--- config.mk ---
export PLATFORM = sky130hd
export DESIGN_NAME = sm3_digest_serializer_flat
export DESIGN_NICKNAME = d
export VERILOG_FILES = /design/src/rtl/sm3_digest_serializer_if.sv /design/src/rtl/sm3_digest_serializer.sv /design/src/flat_wrapper.sv
export SDC_FILE = /design/constraint.sdc
export NUM_CORES = 1
export LEC_CHECK = 0
export ABC_AREA = 1
export CAP_MARGIN = 5
export CORE_AREA = 10 10 253 255
export CTS_CLUSTER_DIAMETER = 40
export DETAILED_ROUTE_END_ITERATION = 10
export DIE_AREA = 0 0 263 265
export GPL_TIMING_DRIVEN = 0
export PLACE_DENSITY_LB_ADDON = 0.05
export SLEW_MARGIN = 30
export SYNTH_ARGS = -nofsm -noshare
export SYNTH_HDL_FRONTEND = slang
export SYNTH_SLANG_ARGS = --single-unit
--- constraint.sdc ---
create_clock -name clk -period 12.6 [get_ports clk]
set_input_delay 1.89 -clock clk [delete_from_list [all_inputs] [get_ports clk]]
set_output_delay 1.89 -clock clk [all_outputs]
set_load 0.02 [all_outputs]
--- src/rtl/sm3_digest_serializer_if.sv ---
`default_nettype none
// ============================================================================
//  Module   : sm3_digest_serializer_if
//  Purpose  : Bundles the digest-input and byte-output handshake signals of
//             the SM3 digest serializer.
//  Ports    : digest[0:255]  finished hash value, bit 0 is the MSB
//             digestValid    one-cycle strobe qualifying digest
//             digestReady    FIFO has room (registered)
//             oneByte[0:7]   output byte / ASCII character, bit 0 is the MSB
//             byteValid      oneByte is valid
//             byteReady      downstream accepts oneByte this cycle
//             lastByte       final byte/character of the current digest
//             overflow       sticky: a digest was offered while not ready
//  Modports : master - the surrounding system (drives digest, byteReady)
//             slave  - the serializer itself
//  Revision : 1.0 - initial release
// ============================================================================
interface sm3_digest_serializer_if;
    logic [0:255] digest;
    logic         digestValid;
    logic         digestReady;
    logic [0:7]   oneByte;
    logic         byteValid;
    logic         byteReady;
    logic         lastByte;
    logic         overflow;

    modport master (
        output digest,
        output digestValid,
        output byteReady,
        input  digestReady,
        input  oneByte,
        input  byteValid,
        input  lastByte,
        input  overflow
    );

    modport slave (
        input  digest,
        input  digestValid,
        input  byteReady,
        output digestReady,
        output oneByte,
        output byteValid,
        output lastByte,
        output overflow
    );
endinterface
`default_nettype wire

--- src/rtl/sm3_digest_serializer.sv ---
`default_nettype none
// ============================================================================
//  Module   : sm3_digest_serializer
//  Purpose  : Output stage of the SM3 hash core. Finished 256-bit digests are
//             queued in a DEPTH-entry FIFO and streamed out one byte per
//             cycle, most-significant byte first, over a valid/ready
//             interface.
//  Ports    : clk  - rising-edge clock
//             rst  - synchronous, active-high reset
//             bus  - sm3_digest_serializer_if.slave (digest input handshake,
//                    byte output handshake, sticky overflow flag)
//  Params   : DEPTH - digest FIFO entries, power of two in 1..8
//  Options  : SM3_HEX_ASCII_EN - when defined, every digest byte is sent as
//             two lowercase ASCII hex characters (high nibble first), giving
//             64 handshakes per digest instead of 32.
//  Revision : 1.0 - initial release
// ============================================================================
module sm3_digest_serializer #(
    parameter int DEPTH = 2
) (
    input  logic                    clk,
    input  logic                    rst,
    sm3_digest_serializer_if.slave  bus
);

    // ------------------------------------------------------------------------
    // Sizing
    // ------------------------------------------------------------------------
    localparam int PTR_W = (DEPTH > 1) ? $clog2(DEPTH) : 1;
    localparam int CNT_W = $clog2(DEPTH + 1);
`ifdef SM3_HEX_ASCII_EN
    localparam int BC_W  = 6;
`else
    localparam int BC_W  = 5;
`endif
    localparam logic [BC_W-1:0]  BC_LAST   = {BC_W{1'b1}};
    localparam logic [CNT_W-1:0] CNT_FULL  = CNT_W'(DEPTH);
    localparam logic [PTR_W-1:0] PTR_LAST  = PTR_W'(DEPTH - 1);

    typedef enum logic [1:0] {
        ST_IDLE = 2'd0,
        ST_LOAD = 2'd1,
        ST_SEND = 2'd2
    } state_t;

    // ------------------------------------------------------------------------
    // Digest FIFO
    // ------------------------------------------------------------------------
    logic [0:255]     mem_q [0:DEPTH-1];
    logic [PTR_W-1:0] wr_ptr_q, wr_ptr_d;
    logic [PTR_W-1:0] rd_ptr_q, rd_ptr_d;
    logic [CNT_W-1:0] count_q,  count_d;
    logic             digest_ready_q;
    logic             overflow_q;

    // ------------------------------------------------------------------------
    // Serializer
    // ------------------------------------------------------------------------
    state_t           state_q;
    logic [0:255]     shift_q;
    logic [BC_W-1:0]  bcnt_q;
    logic [0:7]       byte_q;
    logic             bvalid_q;
    logic             last_q;

    logic             w_push;
    logic             w_pop;
    logic             w_hs;
    logic [0:255]     w_head;
    logic [BC_W-1:0]  w_bcnt_inc;
    logic [0:7]       w_first_out;
    logic [0:7]       w_next_out;
    logic             w_shift_adv;

    function automatic logic [PTR_W-1:0] ptr_inc(input logic [PTR_W-1:0] p);
        if (p == PTR_LAST) begin
            return '0;
        end
        return p + 1'b1;
    endfunction

    // Push is gated by the registered ready flag only, so an entry freed by a
    // pop in the same cycle cannot be claimed until the following cycle.
    assign w_push = bus.digestValid && digest_ready_q;
    // LOAD is only entered with a non-empty FIFO, and nothing but reset can
    // empty it in between, so LOAD always pops a valid entry.
    assign w_pop  = (state_q == ST_LOAD);
    assign w_hs   = bvalid_q && bus.byteReady;
    assign w_head = mem_q[rd_ptr_q];
    assign w_bcnt_inc = bcnt_q + 1'b1;

`ifdef SM3_HEX_ASCII_EN
    function automatic logic [0:7] to_hex(input logic [0:3] n);
        if (n < 4'd10) begin
            return 8'h30 + {4'h0, n};
        end
        return 8'h57 + {4'h0, n};   // 0x57 + 10 = 'a'
    endfunction

    // Even counter value -> high nibble of the byte at the top of the shift
    // register; odd -> low nibble. After an odd character the next one is the
    // high nibble of the following byte, which is still at [8:11] until the
    // shift happens on this same handshake.
    assign w_first_out = to_hex(w_head[0:3]);
    assign w_next_out  = bcnt_q[0] ? to_hex(shift_q[8:11]) : to_hex(shift_q[4:7]);
    assign w_shift_adv = bcnt_q[0];
`else
    assign w_first_out = w_head[0:7];
    assign w_next_out  = shift_q[8:15];
    assign w_shift_adv = 1'b1;
`endif

    // ------------------------------------------------------------------------
    // FIFO pointer / occupancy next state
    // ------------------------------------------------------------------------
    always_comb begin
        wr_ptr_d = wr_ptr_q;
        rd_ptr_d = rd_ptr_q;
        count_d  = count_q;
        if (w_push) begin
            wr_ptr_d = ptr_inc(wr_ptr_q);
        end
        if (w_pop) begin
            rd_ptr_d = ptr_inc(rd_ptr_q);
        end
        case ({w_push, w_pop})
            2'b10:   count_d = count_q + 1'b1;
            2'b01:   count_d = count_q - 1'b1;
            default: count_d = count_q;
        endcase
    end

    always_ff @(posedge clk) begin
        if (rst) begin
            wr_ptr_q       <= '0;
            rd_ptr_q       <= '0;
            count_q        <= '0;
            digest_ready_q <= 1'b1;
            overflow_q     <= 1'b0;
        end else begin
            wr_ptr_q       <= wr_ptr_d;
            rd_ptr_q       <= rd_ptr_d;
            count_q        <= count_d;
            digest_ready_q <= (count_d != CNT_FULL);
            if (bus.digestValid && !digest_ready_q) begin
                overflow_q <= 1'b1;
            end
        end
    end

    // Storage needs no reset: an entry is only read after it has been written.
    always_ff @(posedge clk) begin
        if (w_push) begin
            mem_q[wr_ptr_q] <= bus.digest;
        end
    end

    // ------------------------------------------------------------------------
    // Output FSM with registered byte outputs
    // ------------------------------------------------------------------------
    always_ff @(posedge clk) begin
        if (rst) begin
            state_q  <= ST_IDLE;
            shift_q  <= '0;
            bcnt_q   <= '0;
            byte_q   <= '0;
            bvalid_q <= 1'b0;
            last_q   <= 1'b0;
        end else begin
            case (state_q)
                ST_IDLE: begin
                    if (count_q != '0) begin
                        state_q <= ST_LOAD;
                    end
                end

                ST_LOAD: begin
                    shift_q  <= w_head;
                    bcnt_q   <= '0;
                    byte_q   <= w_first_out;
                    bvalid_q <= 1'b1;
                    last_q   <= 1'b0;
                    state_q  <= ST_SEND;
                end

                ST_SEND: begin
                    // Without a handshake every output register holds, which
                    // keeps oneByte/lastByte stable during a stall.
                    if (w_hs) begin
                        if (bcnt_q == BC_LAST) begin
                            bvalid_q <= 1'b0;
                            last_q   <= 1'b0;
                            state_q  <= ST_IDLE;
                        end else begin
                            bcnt_q <= w_bcnt_inc;
                            byte_q <= w_next_out;
                            last_q <= (w_bcnt_inc == BC_LAST);
                            if (w_shift_adv) begin
                                shift_q <= shift_q << 8;
                            end
                        end
                    end
                end

                default: begin
                    state_q  <= ST_IDLE;
                    bvalid_q <= 1'b0;
                    last_q   <= 1'b0;
                end
            endcase
        end
    end

    assign bus.digestReady = digest_ready_q;
    assign bus.overflow    = overflow_q;
    assign bus.oneByte     = byte_q;
    assign bus.byteValid   = bvalid_q;
    assign bus.lastByte    = last_q;

endmodule
`default_nettype wire

--- src/flat_wrapper.sv ---
// flat-port wrapper written by rule: the top's interface ports become plain ports
module sm3_digest_serializer_flat 
#(
    parameter int DEPTH = 2
)
  (clk, rst, bus_digest, bus_digestValid, bus_byteReady, bus_digestReady, bus_oneByte, bus_byteValid, bus_lastByte, bus_overflow);
  sm3_digest_serializer_if bus_i ();
  input  logic clk;
  input  logic rst;
  input wire logic [$bits(bus_i.digest)-1:0] bus_digest;
  input wire logic [$bits(bus_i.digestValid)-1:0] bus_digestValid;
  input wire logic [$bits(bus_i.byteReady)-1:0] bus_byteReady;
  output wire logic [$bits(bus_i.digestReady)-1:0] bus_digestReady;
  output wire logic [$bits(bus_i.oneByte)-1:0] bus_oneByte;
  output wire logic [$bits(bus_i.byteValid)-1:0] bus_byteValid;
  output wire logic [$bits(bus_i.lastByte)-1:0] bus_lastByte;
  output wire logic [$bits(bus_i.overflow)-1:0] bus_overflow;
  assign bus_i.digest = bus_digest;
  assign bus_i.digestValid = bus_digestValid;
  assign bus_i.byteReady = bus_byteReady;
  assign bus_digestReady = bus_i.digestReady;
  assign bus_oneByte = bus_i.oneByte;
  assign bus_byteValid = bus_i.byteValid;
  assign bus_lastByte = bus_i.lastByte;
  assign bus_overflow = bus_i.overflow;
  sm3_digest_serializer #(.DEPTH(DEPTH)) u_core (.clk(clk), .rst(rst), .bus(bus_i));
endmodule
==> metrics.md, run 1 <==
| Metric | Value |
|---|---|
| Status | `complete, no violations` |
| Post-Synthesis Cells | `2845` |
| Pin count of the biggest net entering global routing | `24` |
| Cell-internal power | `6060 uW` |
| Post-CTS Resized | `0` |
| Critical path required time | `about 13000 ps` |
| Initial antenna violation count | `8` |
| Net Sw Frac | `0.324` |
| Slowest cell on the critical path | `nor2_4` |
| RSZ-0062 raised after global routing | `no` |
| Placement Rows | `a little under 90` |
| Power density over the cells | `237 mW/mm^2` |
| R2R setup slack | `approximately 10000 ps` |
| Crit path capture | `u_core.mem_q[0][107]$_DFFE_PP_` |
| Die X | `between 200 and 300 microns` |
| Final worst-path cycle share | `0.297` |
| Residual DRC count | `0` |
| Syn_area_per_cell | `roughly 10 sq um` |
| Combinational share of power | `0.261` |
| Post-synth ARST share | `0` |
| Most common cell after layout, fill and taps aside | `nor2_1` |
| Final setup vio count | `0` |
| Post-synthesis register bit count | `slightly below 800` |
| CTS Buffer Depth | `3` |
| Synth Cell Area | `0.0297 sq mm` |
| Final hold vios | `0` |
| GP Congestion | `0.816` |
| Most frequent cells in the layout | `nor2_1, nand2_1, edfxtp_1` |
| Pre-Repair DR Iteration Count | `7` |
| Die Ht | `around 270 microns` |
| Clock latency on the worst-skew pair | `approximately 650 ps` |
| Routed vias/inst | `approximately 5.3` |
| Max stage delay on crit path | `580 ps` |
| Worst Path Buf+Inv | `5` |
| Critical R2R Capture | `u_core.shift_q[151]$_SDFFE_PP0P_` |
| Share of layout cells above drive strength 1 | `0.0870` |
| Lkg Pwr | `around 0.015 uW` |
| Post-route cell area | `about 0.038 sq mm` |
| Fin Setup TNS | `0 ps` |
| RR Startpoint | `u_core.bcnt_q[0]$_SDFFE_PP0P_` |
| Delay-heaviest family, CP | `buffers and inverters` |
| Cell mode on critical path | `buf_16` |
| Clock power frac | `0.338` |
| Seq/Total Area, Yosys | `0.701` |
| TritonCTS Sinks | `between 700 and 800` |
| Worst hold path class | `reg2reg` |
| GRT Residual Overflow | `0` |
| CP Launch Point | `bus_digestValid` |
| Area occupied by multi-input gates | `0.00801 sq mm` |
| Clk_skew | `approximately 22 ps` |
| Routed wire length | `approximately 77 mm` |
| Sw Pwr | `2910 uW` |
| Arrival time at the worst endpoint | `just over 4000 ps` |
| Min cycle time layout | `approximately 3700 ps` |
| Number of flops mapped to enable cells by yosys | `512` |
| DP HPWL | `approximately 54 mm` |
| Max rail drop VDD | `around 0.00016 V` |
| Top_reg_cell synth | `edfxtp_1` |
| Crit-path cells | `clkdlybuf4s50_1 > nand2_1 > nor2_4 > buf_16 > buf_16 > buf_16 > buf_16` |
| Slew headroom | `0.391` |
| Setup CP Type | `in2reg` |
| Cell taking the most area after synthesis | `edfxtp_1` |
| Number of buffers created by CTS | `between 100 and 150` |
| Area contributors post-synth | `edfxtp_1, dfxtp_1, nor2_1` |
| Fillcell total | `4718` |
| CTS tree | `built` |
| Port buffer count | `~270` |
| Post-synth top area share | `0.518` |
| Die area | `about 0.07 sq mm` |
| Initial Utilization | `0.505` |
| Hold_buf cts | `0` |
| Core footprint | `a little under 0.06 sq mm` |
| Worst Tran Pin Value | `913 ps` |
| Post-CTS setup buffers | `0` |
| Post-synthesis cell type count | `25` |
| Yosys Warn Count | `0` |
| Fin. max-slew vios | `0` |
| First-pass GRT wire length | `about 120 mm` |
| Num ports | `about 270` |
| DR WL/cell | `roughly 19 microns` |
| Area grow syn2layout | `27.3%` |
| Worst setup SP type | `input pin` |
| Achievable Freq | `267 MHz` |
| Routed via count | `around 22000` |
| FF+latch area | `between 0.02 and 0.025 sq mm` |
| Antenna-violating nets left | `0` |
| Reg power frac | `0.401` |
| Clock Pin Slew Worst Setup and Hold Paths | `60 ps` |
| Vias in the first global route | `roughly 22000` |
| Initial DRC count | `1600` |
| Area after DPL | `around 0.034 sq mm` |
| CTS HTree Levels | `3` |
| Clock root cell | `clkbuf_16` |
| Max cap viols | `0` |
| WP depth | `7` |
| Fin nets | `3518` |
| GRT Util Overall | `0.212` |
| R2R cell count | `12` |
| Setup crit end kind | `register` |
| Max Fanout on Critical Path | `20` |
| Post-Synthesis Net Count | `approximately 3100` |
## layer usage
layer / global-route usage / vias up / part of all wire / routed length [microns]
li1: - / 10600 / - / -
met1: 0.272 / 10500 / 0.43 / 33100
met2: 0.354 / 624 / 0.48 / 37000
met3: 0.0401 / 134 / 0.060 / 4600
met4: 0.0780 / 6 / 0.025 / 1910
met5: 0 / - / 0.00042 / 32
## how the worst min path moves through the flow
stage / from / depth (start not counted) / end
5_1_grt: u_core.bcnt_q[4]$_SDFFE_PP0P_ / 2 / u_core.bcnt_q[4]$_SDFFE_PP0P_
3_5_place_dp: u_core.bcnt_q[4]$_SDFFE_PP0P_ / 2 / u_core.bcnt_q[4]$_SDFFE_PP0P_
3_3_place_gp: u_core.bcnt_q[4]$_SDFFE_PP0P_ / 2 / u_core.bcnt_q[4]$_SDFFE_PP0P_
6_report: u_core.bcnt_q[4]$_SDFFE_PP0P_ / 2 / u_core.bcnt_q[4]$_SDFFE_PP0P_
2_1_floorplan: u_core.bcnt_q[4]$_SDFFE_PP0P_ / 2 / u_core.bcnt_q[4]$_SDFFE_PP0P_
4_1_cts: u_core.bcnt_q[4]$_SDFFE_PP0P_ / 2 / u_core.bcnt_q[4]$_SDFFE_PP0P_
## stage by stage
stage | total power (uW) | instances | utilization | hold slack, ps | worst slack (ps)
after floorplan | 5140 | 2845 | - | 445 | 3440
after global placement | 5920 | 3889 | 0.568 | 455 | -1270
after detailed placement | 5960 | 3921 | 0.581 | 482 | 8220
after CTS | 9020 | 4117 | 0.643 | 488 | 8880
after global routing | 9470 | 4123 | 0.643 | 519 | 8770
final | 8970 | 4123 | 0.643 | 495 | 8860
## area by class of cell
class / count / area share
Antenna cell: 6 / 0.000397
Clock buffer: 136 / 0.0769
Timing Repair Buffer: 303 / 0.0917
Multi-Input combinational cell: 1851 / 0.212
Sequential cell: 784 / 0.550
Inverter: 13 / 0.00129
Tap cell: 773 / 0.0256
Buffer: 197 / 0.0222
Clock inverter: 60 / 0.0197
## worst reg2reg max path, stage by stage, from the launching register on
cell,delay [ps]
dfxtp_1,430
ha_1,210
nand2_1,70
nor2_1,100
ha_1,160
inv_1,70
nand2_1,120
nor2_2,90
nor2_4,290
buf_2,380
buf_2,310
nor2_1,110
nor2_1,130
## flip-flops by register name (all words and copies together), names as in the netlist, named ones only
signal / cells
u_core.rd_ptr_q: 1
u_core.mem_q: 512
u_core.bus.oneByte: 8
u_core.wr_ptr_q: 1
u_core.bus.overflow: 1
u_core.bus.byteValid: 1
u_core.bus.lastByte: 1
u_core.bcnt_q: 5
u_core.bus.digestReady: 1
u_core.shift_q: 248
u_core.state_q: 2
u_core.count_q: 2
## kinds of logic (layout without fill, tap and decap cells)
kind of cell / Yosys count / after routing / synth area share
AOI/OAI and AO/OA: 528 / 528 / 0.0997
xor gates and xnor gates: 2 / 2 / 0.000590
adders and majority gates: 4 / 4 / 0.00168
buffers and inverters: 210 / 709 / 0.0299
DFF: 784 / 784 / 0.701
other: 0 / 6 / 0
and+or+nand+nor: 1317 / 1317 / 0.167
## cells in the mapped netlist (4+ instances only)
cell and n:
edfxtp_1 512, o21ai_1 52, a21oi_1 17, buf_2 79, clkbuf_1 99, nand3_1 4
inv_1 10, nand2_1 532, a31oi_1 248, buf_1 19, dfxtp_1 272, ha_1 4
o21ai_0 208, nor2_1 774
## power by group through the flow
| stage | registers, uW | logic, uW | clock network, uW |
|---|---|---|---|
| after CTS | 3590 | 2350 | 3080 |
| after floorplan | 3630 | 1510 | 0 |
| after global routing | 3640 | 2630 | 3200 |
| after detailed placement | 3630 | 2340 | 0 |
| after global placement | 3730 | 2190 | 0 |
| final | 3590 | 2340 | 3030 |
Note: power is estimated with default switching activity, not from simulation.
==> run 2, diff against run 1 <==
==> constraint.sdc (replaced) <==
create_clock -name clk -period 3.6 [get_ports clk]
set_input_delay 0.54 -clock clk [delete_from_list [all_inputs] [get_ports clk]]
set_output_delay 0.54 -clock clk [all_outputs]
set_load 0.02 [all_outputs]
==> run 2 against run 1 <==
Effect of this change:
- clock skew up 2.0 ps
- die area unchanged
- count of clock-buffer cells in the layout up 5
- worst setup slack worse by 7800 ps
- clock power rose to 3.8 times the previous value
- final area up 1.4%
- sequential power rose to 3.5 times the previous value
- wire length up 1.3%
- combinational power rose to 3.5 times the previous value
- via count up 0.74%
- critical endpoint is now u_core.shift_q[150]$_SDFFE_PP0P_
==> metrics.md, run 2 (synthesis gave the netlist of run 1 again) <==
| Metric | Value |
|---|---|
| Status | `complete, no violations` |
| TritonCTS Sinks | `784 (unchanged)` |
| Routed via count | `22100 (+0.74%)` |
| Area grow syn2layout | `29.1%` |
| Max Fanout on Critical Path | `10 (-50%)` |
| Number of buffers created by CTS | `113 (+8.7%)` |
| CTS HTree Levels | `3 (unchanged)` |
| Die area | `0.0697 sq mm (unchanged)` |
| Pwr Total | `32500 uW (+260%)` |
| RR Startpoint | `u_core.bcnt_q[0]$_SDFFE_PP0P_` |
| Final worst-path cycle share | `0.718` |
| DP HPWL | `53.4 mm (-0.97%)` |
| Hold_buf cts | `0 (unchanged)` |
| Max FFs per register | `512 (unchanged)` |
| Worst Tran Pin Value | `896 ps (-17.0 ps)` |
| Critical path required time | `4160 ps (-8770 ps)` |
| Fin. max-slew vios | `0 (unchanged)` |
| Initial Utilization | `0.505 (unchanged)` |
| GRT Util Overall | `0.215 (+0.00335)` |
| Fin nets | `3526 (+0.23%)` |
| Min cycle time layout | `about 2600 ps` |
| RSZ-0062 raised after global routing | `no` |
| Most frequent cells in the layout | `nor2_1, nand2_1, edfxtp_1` |
| Worst hold path class | `in2reg` |
| GRT Residual Overflow | `0 (unchanged)` |
| Post-CTS Resized | `0 (unchanged)` |
| Routed vias/inst | `5.34 (+0.35%)` |
| CP Launch Point | `u_core.bcnt_q[0]$_SDFFE_PP0P_` |
| Initial antenna violation count | `2 (-6)` |
| Post-CTS setup buffers | `0 (unchanged)` |
| Most common cell after layout, fill and taps aside | `nor2_1` |
| Arrival time at the worst endpoint | `3150 ps (-930 ps)` |
| First-pass GRT wire length | `120 mm (+1.6%)` |
| Grt met2 use | `0.360 (+0.00643)` |
| Clk_skew | `24.3 ps (+1.98 ps)` |
| GP Congestion | `0.815 (about the same)` |
| # placed instances | `3919 (-0.051%)` |
| Placement Rows | `89 (unchanged)` |
| Final hold vios | `0 (unchanged)` |
| Pre-Repair DR Iteration Count | `5 (-2)` |
| Clock Pin Slew Worst Setup and Hold Paths | `60 ps (about the same)` |
| Num ports | `272 (unchanged)` |
| Power density over the cells | `847 mW/mm^2 (+260%)` |
| Vias in the first global route | `22200 (+1.4%)` |
| Setup crit end kind | `register` |
| Core footprint | `0.0588 sq mm (unchanged)` |
| Achievable Freq | `just under 400 MHz` |
| Slew headroom | `0.402 (+0.0113)` |
| Final setup vio count | `0 (unchanged)` |
| Antenna-violating nets left | `0 (unchanged)` |
| Final worst slack | `1010 ps (-7850 ps)` |
| DR WL/cell | `18.8 microns (+0.93%)` |
| CTS tree | `built` |
| GRT Max-Usage Layer | `met2` |
| Post-route cell area | `0.0384 sq mm (+1.4%)` |
| Max rail drop VDD | `0.000485 V (+200%)` |
| Die X | `263 microns (unchanged)` |
| M3 GR Usage | `0.0385 (-0.00157)` |
| Hold WS | `459 ps (-36.2 ps)` |
| Port buffer count | `271 (unchanged)` |
| Non-Filler Instances | `4139 (+0.39%)` |
| Grt met1 use | `0.280 (+0.00847)` |
| Hold Path Origin | `bus_digest[244]` |
| CTS Buffer Depth | `3 (unchanged)` |
| Initial DRC count | `1741 (+8.8%)` |
| Top reg by flops | `u_core.mem_q` |
| Max cap viols | `0 (unchanged)` |
| Pre-CTS setup slack | `578 ps (-7640 ps)` |
| Residual DRC count | `0 (unchanged)` |
| Routed wire length | `77.7 mm (+1.3%)` |
| Pin count of the biggest net entering global routing | `24 (unchanged)` |
| Share of layout cells above drive strength 1 | `0.0940 (+0.00694)` |
| Clock root cell | `clkbuf_16` |
| Lkg Pwr | `0.0149 uW (+1.6%)` |
| Setup CP Type | `reg2reg` |
| Clock latency on the worst-skew pair | `660 ps (about the same)` |
| Fillcell total | `4598 (-2.5%)` |
| Area after DPL | `0.0342 sq mm (+0.22%)` |
| Die Ht | `265 microns (unchanged)` |
| Worst setup SP type | `register` |
[run 2: changes by cell type in the layout (fill, tap and decap cells not counted), sizes merged]
cell / delta
clkinvlp: +5
diode: -3
bufinv: +4
clkbuf: +5
clkinv: +6
buf: -1
[run 2: per-stage QoR]
| step | utilization | setup TNS, ps |
|---|---|---|
| after floorplan | - | -621400 |
| after global placement | 0.568 | -2187850 |
| after detailed placement | 0.582 | 0 |
| after CTS | 0.652 | 0 |
| after global routing | 0.652 | 0 |
| final | 0.652 | 0 |
[run 2: path summary, 6_finish.rpt]
path	slack, ps	end	depth (start not counted)
worst max-delay path	1010	u_core.shift_q[150]$_SDFFE_PP0P_	12
worst max register to register	1010	u_core.shift_q[150]$_SDFFE_PP0P_	12
worst min-delay path	460	u_core.mem_q[1][244]$_DFFE_PP_	1
worst min register to register	500	register	2
[run 2: cell type report]
cell class                 count  area, sq um  share of cell area
buffer                       197          838              0.0219
multi-input combinational   1851         8030               0.209
clock inverter                75          945              0.0246
inverter                      13         48.8             0.00127
sequential                   784        20800               0.543
tap                          773          967              0.0252
timing repair buffer         302         3540              0.0922
antenna                        3         7.51            0.000196
clock buffer                 141         3160              0.0824
[run 2: metal layers]
layer | up-vias | part of all wire
li1 | 10700 | -
met1 | 10600 | 0.44
met2 | 680 | 0.49
met3 | 141 | 0.054
met4 | 0 | 0.024
met5 | - | 0
[run 2: power breakdown]
part | switching (uW) | internal (uW)
Combinational | 5370 | 2910
Clock | 4180 | 7450
Sequential | 859 | 11700
[run 2: worst max-delay path, stage by stage, from the launching register on]
cell and delay [ps]:
dfxtp_1 440, ha_1 200, nand2_1 70, nor2_1 120, ha_1 160, inv_1 70, nand2_1 120, nor2_2 90
nor2_4 280, buf_2 400, buf_2 300, nor2_1 70, nor2_1 150
